$ cat config.mk
export PLATFORM = sky130hd
export DESIGN_NAME = full_st1_tap_src
export DESIGN_NICKNAME = d
export VERILOG_FILES = /design/src/rtl/full_st1_tap_src.sv
export SDC_FILE = /design/constraint.sdc
export NUM_CORES = 1
export LEC_CHECK = 0
export ABC_CLOCK_PERIOD_IN_PS = 5800
export CAP_MARGIN = 25
export CORE_UTILIZATION = 45
export DETAILED_ROUTE_END_ITERATION = 7
export DONT_BUFFER_PORTS = 1
export PLACE_DENSITY = 0.68
export SLEW_MARGIN = 40
export SYNTH_ARGS = -nofsm -noshare
export SYNTH_HDL_FRONTEND = slang
export SYNTH_SLANG_ARGS = --single-unit
$ cat constraint.sdc
create_clock -name clk -period 5.8 [get_ports clk]
set_input_delay 1.16 -clock clk [delete_from_list [all_inputs] [get_ports clk]]
set_output_delay 1.16 -clock clk [all_outputs]
set_load 0.02 [all_outputs]
$ cat src/rtl/full_st1_tap_src.sv
// Tap-word stream source for full_st1: a host-loaded register bank is streamed over the
// vld/fst/rdy handshake for a programmed length and number of passes.
module full_st1_tap_src #(
  parameter int DEPTH  = 24,
  parameter int ADDR_W = 5
) (
  input  logic              clk,
  input  logic              reset,
  input  logic              wr_en,
  input  logic [ADDR_W-1:0] wr_addr,
  input  logic [31:0]       wr_data,
  input  logic              start,
  input  logic [ADDR_W:0]   len,
  input  logic [3:0]        passes,
  output logic [31:0]       tap_in,
  output logic              tap_in_fst,
  output logic              tap_in_vld,
  input  logic              tap_in_rdy,
  output logic              busy,
  output logic              done,
  output logic              wr_err
);

  typedef enum logic [0:0] {IDLE = 1'b0, SEND = 1'b1} state_t;

  localparam logic [ADDR_W:0]   DEPTH_L = (ADDR_W+1)'(DEPTH);
  localparam logic [ADDR_W-1:0] IDX_ONE = ADDR_W'(1'b1);
  localparam logic [ADDR_W:0]   LEN_ONE = (ADDR_W+1)'(1'b1);

  logic [31:0]       bank_r [DEPTH];
  state_t            state_r, state_s;
  logic [ADDR_W-1:0] idx_r, idx_s;
  logic [3:0]        pass_r, pass_s;
  logic [ADDR_W:0]   len_r, len_s;
  logic [3:0]        passes_r, passes_s;
  logic [31:0]       tap_r, tap_s;
  logic              fst_r, fst_s;
  logic              vld_r, vld_s;
  logic              busy_r, busy_s;
  logic              done_r, done_s;
  logic              wr_err_r, wr_err_s;

  logic              xfer_s;
  logic              last_word_s;
  logic              last_pass_s;
  logic              start_ok_s;
  logic [ADDR_W-1:0] idx_inc_s;

  assign xfer_s      = vld_r & tap_in_rdy;
  assign last_word_s = ({1'b0, idx_r} == (len_r - LEN_ONE));
  assign last_pass_s = (pass_r == (passes_r - 4'd1));
  assign start_ok_s  = (len != {(ADDR_W+1){1'b0}}) && (len <= DEPTH_L) && (passes != 4'd0);
  assign idx_inc_s   = idx_r + IDX_ONE;

  // Host write port; the bank is deliberately left out of reset so taps survive it.
  always_ff @(posedge clk) begin
    if (wr_en && !busy_r && ({1'b0, wr_addr} < DEPTH_L)) begin
      bank_r[wr_addr] <= wr_data;
    end
  end

  // Next-state and next-output logic; the output word is fetched with the next index so
  // back-to-back transfers need no bubble.
  always_comb begin
    state_s  = state_r;
    idx_s    = idx_r;
    pass_s   = pass_r;
    len_s    = len_r;
    passes_s = passes_r;
    tap_s    = tap_r;
    fst_s    = fst_r;
    vld_s    = vld_r;
    busy_s   = busy_r;
    done_s   = 1'b0;
    wr_err_s = wr_err_r | (wr_en & busy_r);
    case (state_r)
      IDLE: begin
        if (start && start_ok_s) begin
          state_s  = SEND;
          len_s    = len;
          passes_s = passes;
          idx_s    = {ADDR_W{1'b0}};
          pass_s   = 4'd0;
          tap_s    = bank_r[{ADDR_W{1'b0}}];
          fst_s    = 1'b1;
          vld_s    = 1'b1;
          busy_s   = 1'b1;
          wr_err_s = 1'b0;
        end else if (start) begin
          done_s = 1'b1;
        end else begin
          state_s = IDLE;
        end
      end
      SEND: begin
        if (xfer_s && last_word_s && last_pass_s) begin
          state_s = IDLE;
          vld_s   = 1'b0;
          fst_s   = 1'b0;
          busy_s  = 1'b0;
          done_s  = 1'b1;
        end else if (xfer_s && last_word_s) begin
          idx_s  = {ADDR_W{1'b0}};
          pass_s = pass_r + 4'd1;
          tap_s  = bank_r[{ADDR_W{1'b0}}];
          fst_s  = 1'b1;
        end else if (xfer_s) begin
          idx_s = idx_inc_s;
          tap_s = bank_r[idx_inc_s];
          fst_s = 1'b0;
        end else begin
          state_s = SEND;
        end
      end
      default: begin
        state_s = IDLE;
        vld_s   = 1'b0;
        fst_s   = 1'b0;
        busy_s  = 1'b0;
      end
    endcase
  end

  // State, counters and registered outputs.
  always_ff @(posedge clk or posedge reset) begin
    if (reset) begin
      state_r  <= IDLE;
      idx_r    <= {ADDR_W{1'b0}};
      pass_r   <= 4'd0;
      len_r    <= {(ADDR_W+1){1'b0}};
      passes_r <= 4'd0;
      tap_r    <= 32'd0;
      fst_r    <= 1'b0;
      vld_r    <= 1'b0;
      busy_r   <= 1'b0;
      done_r   <= 1'b0;
      wr_err_r <= 1'b0;
    end else begin
      state_r  <= state_s;
      idx_r    <= idx_s;
      pass_r   <= pass_s;
      len_r    <= len_s;
      passes_r <= passes_s;
      tap_r    <= tap_s;
      fst_r    <= fst_s;
      vld_r    <= vld_s;
      busy_r   <= busy_s;
      done_r   <= done_s;
      wr_err_r <= wr_err_s;
    end
  end

  assign tap_in     = tap_r;
  assign tap_in_fst = fst_r;
  assign tap_in_vld = vld_r;
  assign busy       = busy_r;
  assign done       = done_r;
  assign wr_err     = wr_err_r;

endmodule

==> flow_metrics.tcl, run 1 <==
set metrics [dict create \
    status "completed" \
    htree_levels 3 \
    finalWirelength_mm 74.9 \
    powerDensity_nw_per_um2 488 \
    postCtsHoldBufs 0 \
    final_area_um2 36800 \
    gp_congestion 0.813 \
    post-place-ws_ns 1.72 \
    switchingPower_mw 5.75 \
    ant_nets 0 \
    gr-total-overflow 0 \
    maxCapViolations 0 \
    hold_violations 0 \
    synth-edff-count 768 \
    clock-root-buffer "clkbuf_16" \
    skew_ns 0.0172 \
    ys_top_cells_by_count "edfxtp_1, nand2_1, mux4_2, dfrtp_1" \
    power_mw 18.0 \
    diodes 0 \
    switching_share_pct 32.0 \
    synth_top_cell_area_share_pct 71.6 \
    dr.pass1.iters 7 \
    async_flop_share_pct 6.80 \
    drive_gt1_share_pct 26.1 \
    numCtsBuffers 83 \
    slowest_stage "dfrtp_4" \
    ys_warn_count 0 \
    maxUsedRoutingLayer "met5" \
    crit_required_ns 6.32 \
    worst-path-buf-inv 4 \
    viasPerCell 6.01 \
    cp_max_fo 63 \
    antenna_found_initial 1 \
    io_pins 89 \
    post_cts_buffers 0 \
    vias 16200 \
    startpoint_type "flop" \
    drt-initial-drc-count 1706 \
    wirelength_met1_mm 30.0 \
    combPwrFrac_pct 31.3 \
    grtUsageTotal_pct 20.9 \
    wire_per_inst_um 27.8 \
    ys_top_cells_by_area "edfxtp_1, mux4_2, dfrtp_1, nand2_1, o221a_2" \
    syn_inst 1633 \
    final.period_utilization_pct 66.0 \
    synth_fp_nets 1689 \
    finalSetupViolations 0 \
    met2_length_mm 36.9 \
    synth_most_common_cell "edfxtp_1" \
    ctsResizeCount 0 \
    relSlewSlack_pct 47.0 \
    rows 97 \
    nets 1747 \
    path_clk_slew_ns 0.07 \
    initial_core_util_pct 45.8 \
    syn_to_final_growth_pct 14.4 \
    pwr-share-seq_pct 39.9 \
    grt_max_degree 69 \
    yosysTopAreaCell "edfxtp_1" \
    die_area_um2 72600 \
    power.share.clock_pct 28.8 \
    worstPathCellList "buf_4, buf_12, buf_16, buf_16, mux4_2, nand2_1, nand2_1, o22ai_1, o21ai_0, o221a_2" \
    clock.fmax_ghz 0.261 \
    syn-cell-area_um2 32200 \
    p_leak_nw 11.8 \
    cp_top_family "buffers and inverters" \
    critPathCaptureType "flop" \
    worstMarginPinSlew_ns 0.793 \
    grt_pass1_vias 16900 \
    clock_sinks 824 \
    synth-seq-area-share_pct 76.0 \
    finalWorstSetupSlack_ns 1.97 \
    post-dp-hpwl_mm 45.0 \
    p_int_mw 12.2 \
    tritoncts "done" \
    port_buffers 0 \
    dp_cells 2545 \
    dieWidth_um 270 \
    yosys.cell_types.count 60 \
    grt_pass1_wl_mm 112 \
    min-delay-path-class "flop to flop" \
    nFillCells 5442 \
    worstSetupPathType "flop to flop" \
    coreArea_um2 70400 \
    slowest_delay_ns 0.79 \
    period_minus_slack_ns 3.83 \
    clock_path_buffers 3 \
    synth_flop_cell "edfxtp_1" \
    layout.cells.non_filler 2698 \
    grt_setup_unrepaired "no" \
    worstPathArrival_ns 4.35 \
    ir_drop_v 0.000388 \
    synth_area_per_cell_um2 19.7 \
    wl_met3_mm 6.56 \
    drc 0 \
    synth_seq_cells 824 \
    die_y_um 270 \
    dpl-instance-area_um2 34200 \
    maxSlewViolCount 0 \
    finalSetupTns_ns 0 \
    clk_latency_ns 0.63 \
]
-- tightest hold or removal path, stage by stage, from the launching register on --
cell and delay (ns):
edfxtp_1 0.35, nand3_1 0.08, o211ai_1 0.08
-- per-stage QoR --
| step | hold WS (ns) | util (%) |
|---|---|---|
| finish | 0.551 | 52.3 |
| global route | 0.586 | 52.3 |
| CTS | 0.556 | 52.3 |
| detailed placement | 0.546 | 48.5 |
| global placement | 0.537 | 47.6 |
| floorplan | 0.488 | - |
-- power groups by stage --
stage | logic [mW] | registers (mW) | clock network [mW]
global placement | 5.48 | 7.30 | 0
CTS | 5.67 | 7.18 | 5.24
detailed placement | 5.63 | 7.30 | 0
global route | 6.06 | 7.21 | 5.46
finish | 5.63 | 7.16 | 5.17
floorplan | 4.20 | 7.09 | 0
-- final timing paths --
check | start | to | slack (ns) | depth (start not counted)
max in group asynchronous | reset | idx_r[0] | 4.71 | 2
min reg2reg | bank_r[0][9] | tap_in[9] | 0.55 | 2
min in group asynchronous | reset | wr_err | 0.57 | 2
max reg2reg | idx_r[0] | tap_in[4] | 1.97 | 10
min | bank_r[0][9] | tap_in[9] | 0.55 | 2
max | idx_r[0] | tap_in[4] | 1.97 | 10
-- cell type report --
type                    count  area [um^2]  share of cell area [%]
multi-input cells         708         7550                    20.5
flip-flops and latches    824        24500                    66.4
clock inverters            47          380                    1.03
repair buffers             62          953                    2.59
clock buffers             105         2260                    6.14
inverters                  12         46.3                   0.126
well taps                 940         1180                    3.19
-- sequential cells by signal, indices dropped and copies added, names as in the netlist --
register and cells:
bank_r 768, busy 1, done 1, idx_r 5, len_r 6, pass_r 4
passes_r 4, state_r 1, tap_in 32, tap_in_fst 1, wr_err 1
-- cells by family after synthesis --
| family | share of synthesized area, % |
|---|---|
| DFF | 76.0 |
| and+or+nand+nor | 4.42 |
| muxes | 13.7 |
| AOI/OAI and AO/OA | 3.92 |
| buffers and inverters | 1.49 |
| xor gates and xnor gates | 0.381 |
| adders and majority gates | 0.155 |
-- routing by layer --
layer | vias to the layer above | track usage [%]
met5 | - | 0
met4 | 2 | 5.94
met3 | 95 | 4.18
met2 | 721 | 33.8
met1 | 8638 | 29.0
li1 | 6752 | -
-- layout by cell type, fill, tap and decap left out, types with 13 or more instances in the layout --
master,count
clkinv_2,23
clkbuf_16,84
clkbuf_1,13
dfrtp_1,55
mux4_2,188
nor2_4,25
o21ai_0,39
o221a_2,25
nand2_1,205
buf_16,19
o22ai_1,31
and2_1,32
buf_4,29
edfxtp_1,768
a211oi_1,32
Note: power is estimated with default switching activity, not from simulation.
==> run 2: changes to the inputs <==
Settings changed: ABC_AREA set to 1, ABC_CLOCK_PERIOD_IN_PS 5800 to 3500, PLACE_DENSITY 0.68 to 0.7.
Clock period 5.8 ns to 3.5 ns, I/O delays scaled along.
==> flow_metrics.tcl, run 2 <==
set metrics [dict create \
    status "completed" \
    numCtsBuffers 82 \
    io_pins 89 \
    initial_core_util_pct 45.7 \
    hold_violations 0 \
    startpoint_type "flop" \
    diodes 0 \
    ant_nets 0 \
    ys_top_cells_by_count "nand2_1, edfxtp_1, nor2_1, nand3_1, o21ai_0" \
    synth_fp_nets 3180 \
    gp_congestion 0.806 \
    grtUsageTotal_pct 23.0 \
    syn_to_final_growth_pct 12.4 \
    p_int_mw 20.4 \
    yosysTopAreaCell "edfxtp_1" \
    largest_register_ffs 768 \
    postCtsHoldBufs 0 \
    die_y_um 277 \
    fin_util_pct 51.4 \
    final.period_utilization_pct 81.5 \
    slowest_delay_ns 0.66 \
    busiest_layer "met2" \
    clock-root-buffer "clkbuf_16" \
    ir_drop_v 0.00117 \
    syn-cell-area_um2 34100 \
    synth-edff-count 768 \
    async_flop_share_pct 6.80 \
    skew_ns 0.0250 \
    grt.met2_usage_pct 37.6 \
    relSlewSlack_pct 45.4 \
    ys_warn_count 0 \
    wire_per_inst_um 21.4 \
    clock.fmax_ghz 0.351 \
    finalSetupViolations 0 \
    synth_seq_cells 824 \
    worstPathArrival_ns 3.17 \
    pwr-share-seq_pct 35.3 \
    clk_latency_ns 0.63 \
    finalSetupTns_ns 0 \
    worstPathCellList "inv_1, nand2_1, a21oi_1, nand3_1, nor2_4, buf_12" \
    synth_area_per_cell_um2 10.9 \
    post-dp-hpwl_mm 45.8 \
    layout_commonest_cell "nand2_1" \
    worstMarginPinSlew_ns 0.819 \
    post_cts_buffers 0 \
    switchingPower_mw 13.3 \
    antenna_found_initial 2 \
    ys_top_cells_by_area "edfxtp_1, nand2_1, nor2_1, dfrtp_1, nand3_1" \
    multiInputGateArea_um2 8710 \
    p_leak_nw 14.4 \
    cp_max_fo 20 \
    grt_setup_unrepaired "no" \
    gr-total-overflow 0 \
    worstSetupPathType "flop to flop" \
    grt_max_degree 210 \
    coreArea_um2 74700 \
    vias 22700 \
    drc 0 \
    synth_most_common_cell "nand2_1" \
    slowest_stage "nor2_4" \
    tritoncts "done" \
    gr-usage-met1_pct 30.4 \
    ff_latch_area_um2 24500 \
    yosys.cell_types.count 24 \
    finalWirelength_mm 88.4 \
    drive_gt1_share_pct 6.98 \
    rows 100 \
    clock_path_buffers 3 \
    port_buffers 0 \
    htree_levels 3 \
    dr.pass1.iters 5 \
    maxCapViolations 0 \
    dieWidth_um 277 \
    clock_sinks 824 \
    grt_pass1_vias 21800 \
    synth_flop_cell "edfxtp_1" \
    drt-initial-drc-count 2539 \
    maxSlewViolCount 0 \
    synth-seq-area-share_pct 71.7 \
    die_area_um2 76900 \
    power.share.clock_pct 26.3 \
    crit_required_ns 3.82 \
    cp_top_family "simple AND/OR/NAND/NOR gates" \
    nets 3151 \
    min-delay-path-class "primary input to async pin" \
    path_clk_slew_ns 0.06 \
    grt_pass1_wl_mm 133 \
    final_cell_mix "nand2_1, edfxtp_1, nor2_1" \
    viasPerCell 5.49 \
    critPathCaptureType "flop" \
    synth_top_cell_area_share_pct 67.6 \
    period_minus_slack_ns 2.85 \
    worst-path-buf-inv 2 \
    use_met3_pct 4.88 \
    syn_inst 3124 \
    switching_share_pct 39.4 \
    powerDensity_nw_per_um2 878 \
    largest_register "bank_r" \
    combPwrFrac_pct 38.5 \
    ctsResizeCount 0 \
    nFillCells 6241 \
]
## run 2: routing by layer
metal / wire (um) / part of all wire [%]
met5: 0 / 0
met4: 2390 / 2.7
met3: 8810 / 10
met2: 42000 / 47
met1: 35300 / 40
## run 2: cells by family (layout without fill, tap and decap cells)
| logic type | Yosys count | in the layout | synth area share (%) |
|---|---|---|---|
| and+or+nand+nor | 1715 | 1715 | 19.9 |
| adders and majority gates | 4 | 4 | 0.147 |
| AOI/OAI and AO/OA | 278 | 278 | 4.36 |
| DFF | 824 | 824 | 71.7 |
| xor gates and xnor gates | 12 | 12 | 0.330 |
| buffers and inverters | 291 | 332 | 3.58 |
## run 2: path summary, 6_finish.rpt
check,from,end,slack [ns],cells past startpoint
min reg2reg,passes_r[1],passes_r[1],0.49,2
max reg2reg,busy,bank_r[10][27],0.65,6
max,busy,bank_r[10][27],0.65,6
max in group asynchronous,reset,tap_in[3],2.74,2
min,reset,wr_err,0.06,1
min in group clk,wr_data[16],bank_r[0][16],0.16,0
## run 2: power groups by stage
stage	logic, mW	registers (mW)	clock network, mW
2_1_floorplan	9.26	11.7	0
3_3_place_gp	12.5	12.1	0
3_5_place_dp	12.8	12.1	0
4_1_cts	12.9	11.9	8.95
5_1_grt	14.5	11.9	9.30
6_report	12.9	11.9	8.85
## run 2: layout make-up
cell class	count	share of cell area (%)
Sequential cell	824	63.8
Inverter	116	1.16
Multi-Input combinational cell	2009	22.7
Clock buffer	113	5.92
Clock inverter	41	1.14
Tap cell	969	3.16
Timing Repair Buffer	62	2.12
## run 2: through the flow
step	power, mW	std cells	setup slack (ns)	area, um^2	hold slack, ns
after floorplan	21.0	3124	0.538	34100	0.453
after global placement	24.5	3976	0.630	35500	0.468
after detailed placement	24.9	3979	0.630	35600	0.479
after CTS	33.7	4133	0.627	38300	0.0631
after global routing	35.7	4134	0.447	38400	0.120
final	33.7	4134	0.647	38400	0.0646
==> run 3: changes to the inputs <==
Settings changed: ABC_CLOCK_PERIOD_IN_PS 3500 to 2900, PLACE_DENSITY 0.7 to 0.68.
Clock period 3.5 ns to 2.9 ns, I/O delays scaled along.
==> flow_metrics.tcl, run 3 (synthesis results as in run 2) <==
set metrics [dict create \
    status "completed" \
    post-dp-hpwl_mm 46.7 \
    fin_util_pct 51.5 \
    rrSetupSlack_ns 0.39 \
    power.share.clock_pct 25.5 \
    min-delay-path-class "primary input to flop" \
    drt-initial-drc-count 2523 \
    clk_latency_ns 0.65 \
    io_pins 89 \
    die_y_um 277 \
    antenna_found_initial 1 \
    clock_sinks 824 \
    p_int_mw 24.1 \
    grtUsageTotal_pct 23.5 \
    drive_gt1_share_pct 7.15 \
    clock.fmax_ghz 0.398 \
    layout.cells.non_filler 4145 \
    largest_register "bank_r" \
    grt_pass1_wl_mm 135 \
    ctsResizeCount 0 \
    final_area_um2 38500 \
    path_clk_slew_ns 0.06 \
    dp_cells 3986 \
    final.period_utilization_pct 86.6 \
    worstPathArrival_ns 3.02 \
    combPwrFrac_pct 38.9 \
    nets 3165 \
    largest_register_ffs 768 \
    pwr-share-seq_pct 35.7 \
    numCtsBuffers 85 \
    wire_per_inst_um 21.9 \
    powerDensity_nw_per_um2 1040 \
    gr-total-overflow 0 \
    startpoint_type "flop" \
    clock-root-buffer "clkbuf_16" \
    tritoncts "done" \
    post_cts_buffers 0 \
    maxSlewViolCount 0 \
    viasPerCell 5.50 \
    cp_max_fo 11 \
    initial_core_util_pct 45.7 \
    ant_nets 0 \
    worstSetupPathType "flop to flop" \
    drc 0 \
    nFillCells 6258 \
    ir_drop_v 0.00108 \
    p_leak_nw 14.4 \
    critPathCaptureType "flop" \
    switching_share_pct 39.9 \
    layout_commonest_cell "nand2_1" \
    finalSetupViolations 0 \
    dpl-instance-area_um2 35900 \
    finalWirelength_mm 90.8 \
    htree_levels 3 \
    postCtsHoldBufs 5 \
    port_buffers 0 \
    syn_to_final_growth_pct 12.8 \
    skew_ns 0.0286 \
    grt_pass1_vias 21600 \
    vias 22800 \
    die_area_um2 76900 \
    clock_path_buffers 3 \
    hold_violations 0 \
    finalSetupTns_ns 0 \
    dieWidth_um 277 \
    grt_setup_unrepaired "no" \
    period_minus_slack_ns 2.51 \
    switchingPower_mw 16.0 \
    rows 100 \
    maxCapViolations 0 \
    final_cell_mix "nand2_1, edfxtp_1, nor2_1" \
    diodes 0 \
    coreArea_um2 74700 \
    gp_congestion 0.809 \
    dr.pass1.iters 6 \
    relSlewSlack_pct 39.3 \
    grt_max_degree 182 \
    crit_required_ns 3.41 \
    worstMarginPinSlew_ns 0.911 \
]
## run 3: cell count changes in the layout (fill, tap and decap cells not counted), moves of 3 or more
| cell | delta |
|---|---|
| buf_12 | +19 |
| buf_16 | -4 |
| buf_4 | -9 |
| bufinv_16 | -8 |
| clkbuf_16 | +4 |
| clkinv_2 | +10 |
| dlygate4sd3_1 | +5 |
| inv_16 | +3 |
| inv_6 | -4 |
## run 3: layout make-up
cell class	count	area [um^2]	area share (%)
timing repair buffer	73	1060	2.77
tap	969	1210	3.15
clock buffer	116	2360	6.12
multi-input combinational	2009	8710	22.6
sequential	824	24500	63.5
clock inverter	38	240	0.624
inverter	116	449	1.17
## run 3: metal layers
| metal | global-route usage (%) | up-vias | wire (um) |
|---|---|---|---|
| li1 | - | 10600 | - |
| met1 | 31.5 | 11100 | 37500 |
| met2 | 37.9 | 962 | 42600 |
| met3 | 5.46 | 168 | 7990 |
| met4 | 7.58 | 2 | 2710 |
| met5 | 0 | - | 16 |
## run 3: metrics by stage
step	power [mW]	hold WS [ns]	setup slack [ns]
floorplan	25.3	0.453	0.0577
detailed placement	30.0	0.478	0.469
CTS	40.2	0.0000406	0.431
global placement	29.8	0.470	0.473
finish	40.2	0.0296	0.388
global route	42.6	0.000850	0.230
## run 3: worst max-delay path, stage by stage, from the launching register on
cell	delay [ns]
dfrtp_1	0.37
inv_1	0.13
ha_1	0.26
or2_2	0.30
nand3_1	0.11
nor2_1	0.06
nand2_1	0.07
nor2_2	0.07
nor2_4	0.45
buf_4	0.30
nand3_1	0.11
nand3_1	0.08
nand2_1	0.07
## run 3: path summary, 6_finish.rpt
path / startpoint / to / cells past startpoint
setup / recovery: len_r[0] / tap_in[31] / 12
hold / removal: wr_data[21] / bank_r[10][21] / 0
setup reg to reg: len_r[0] / tap_in[31] / 12
min in group asynchronous: reset / passes_r[3] / 2
max in group asynchronous: reset / tap_in[3] / 3
hold reg to reg: passes_r[0] / passes_r[0] / 2
## run 3: power groups by stage
stage	Clock, mW	Sequential, mW	Combinational, mW
2_1_floorplan	0	14.2	11.2
3_5_place_dp	0	14.5	15.4
6_report	10.2	14.3	15.6
3_3_place_gp	0	14.5	15.2
5_1_grt	10.8	14.4	17.5
4_1_cts	10.3	14.3	15.5
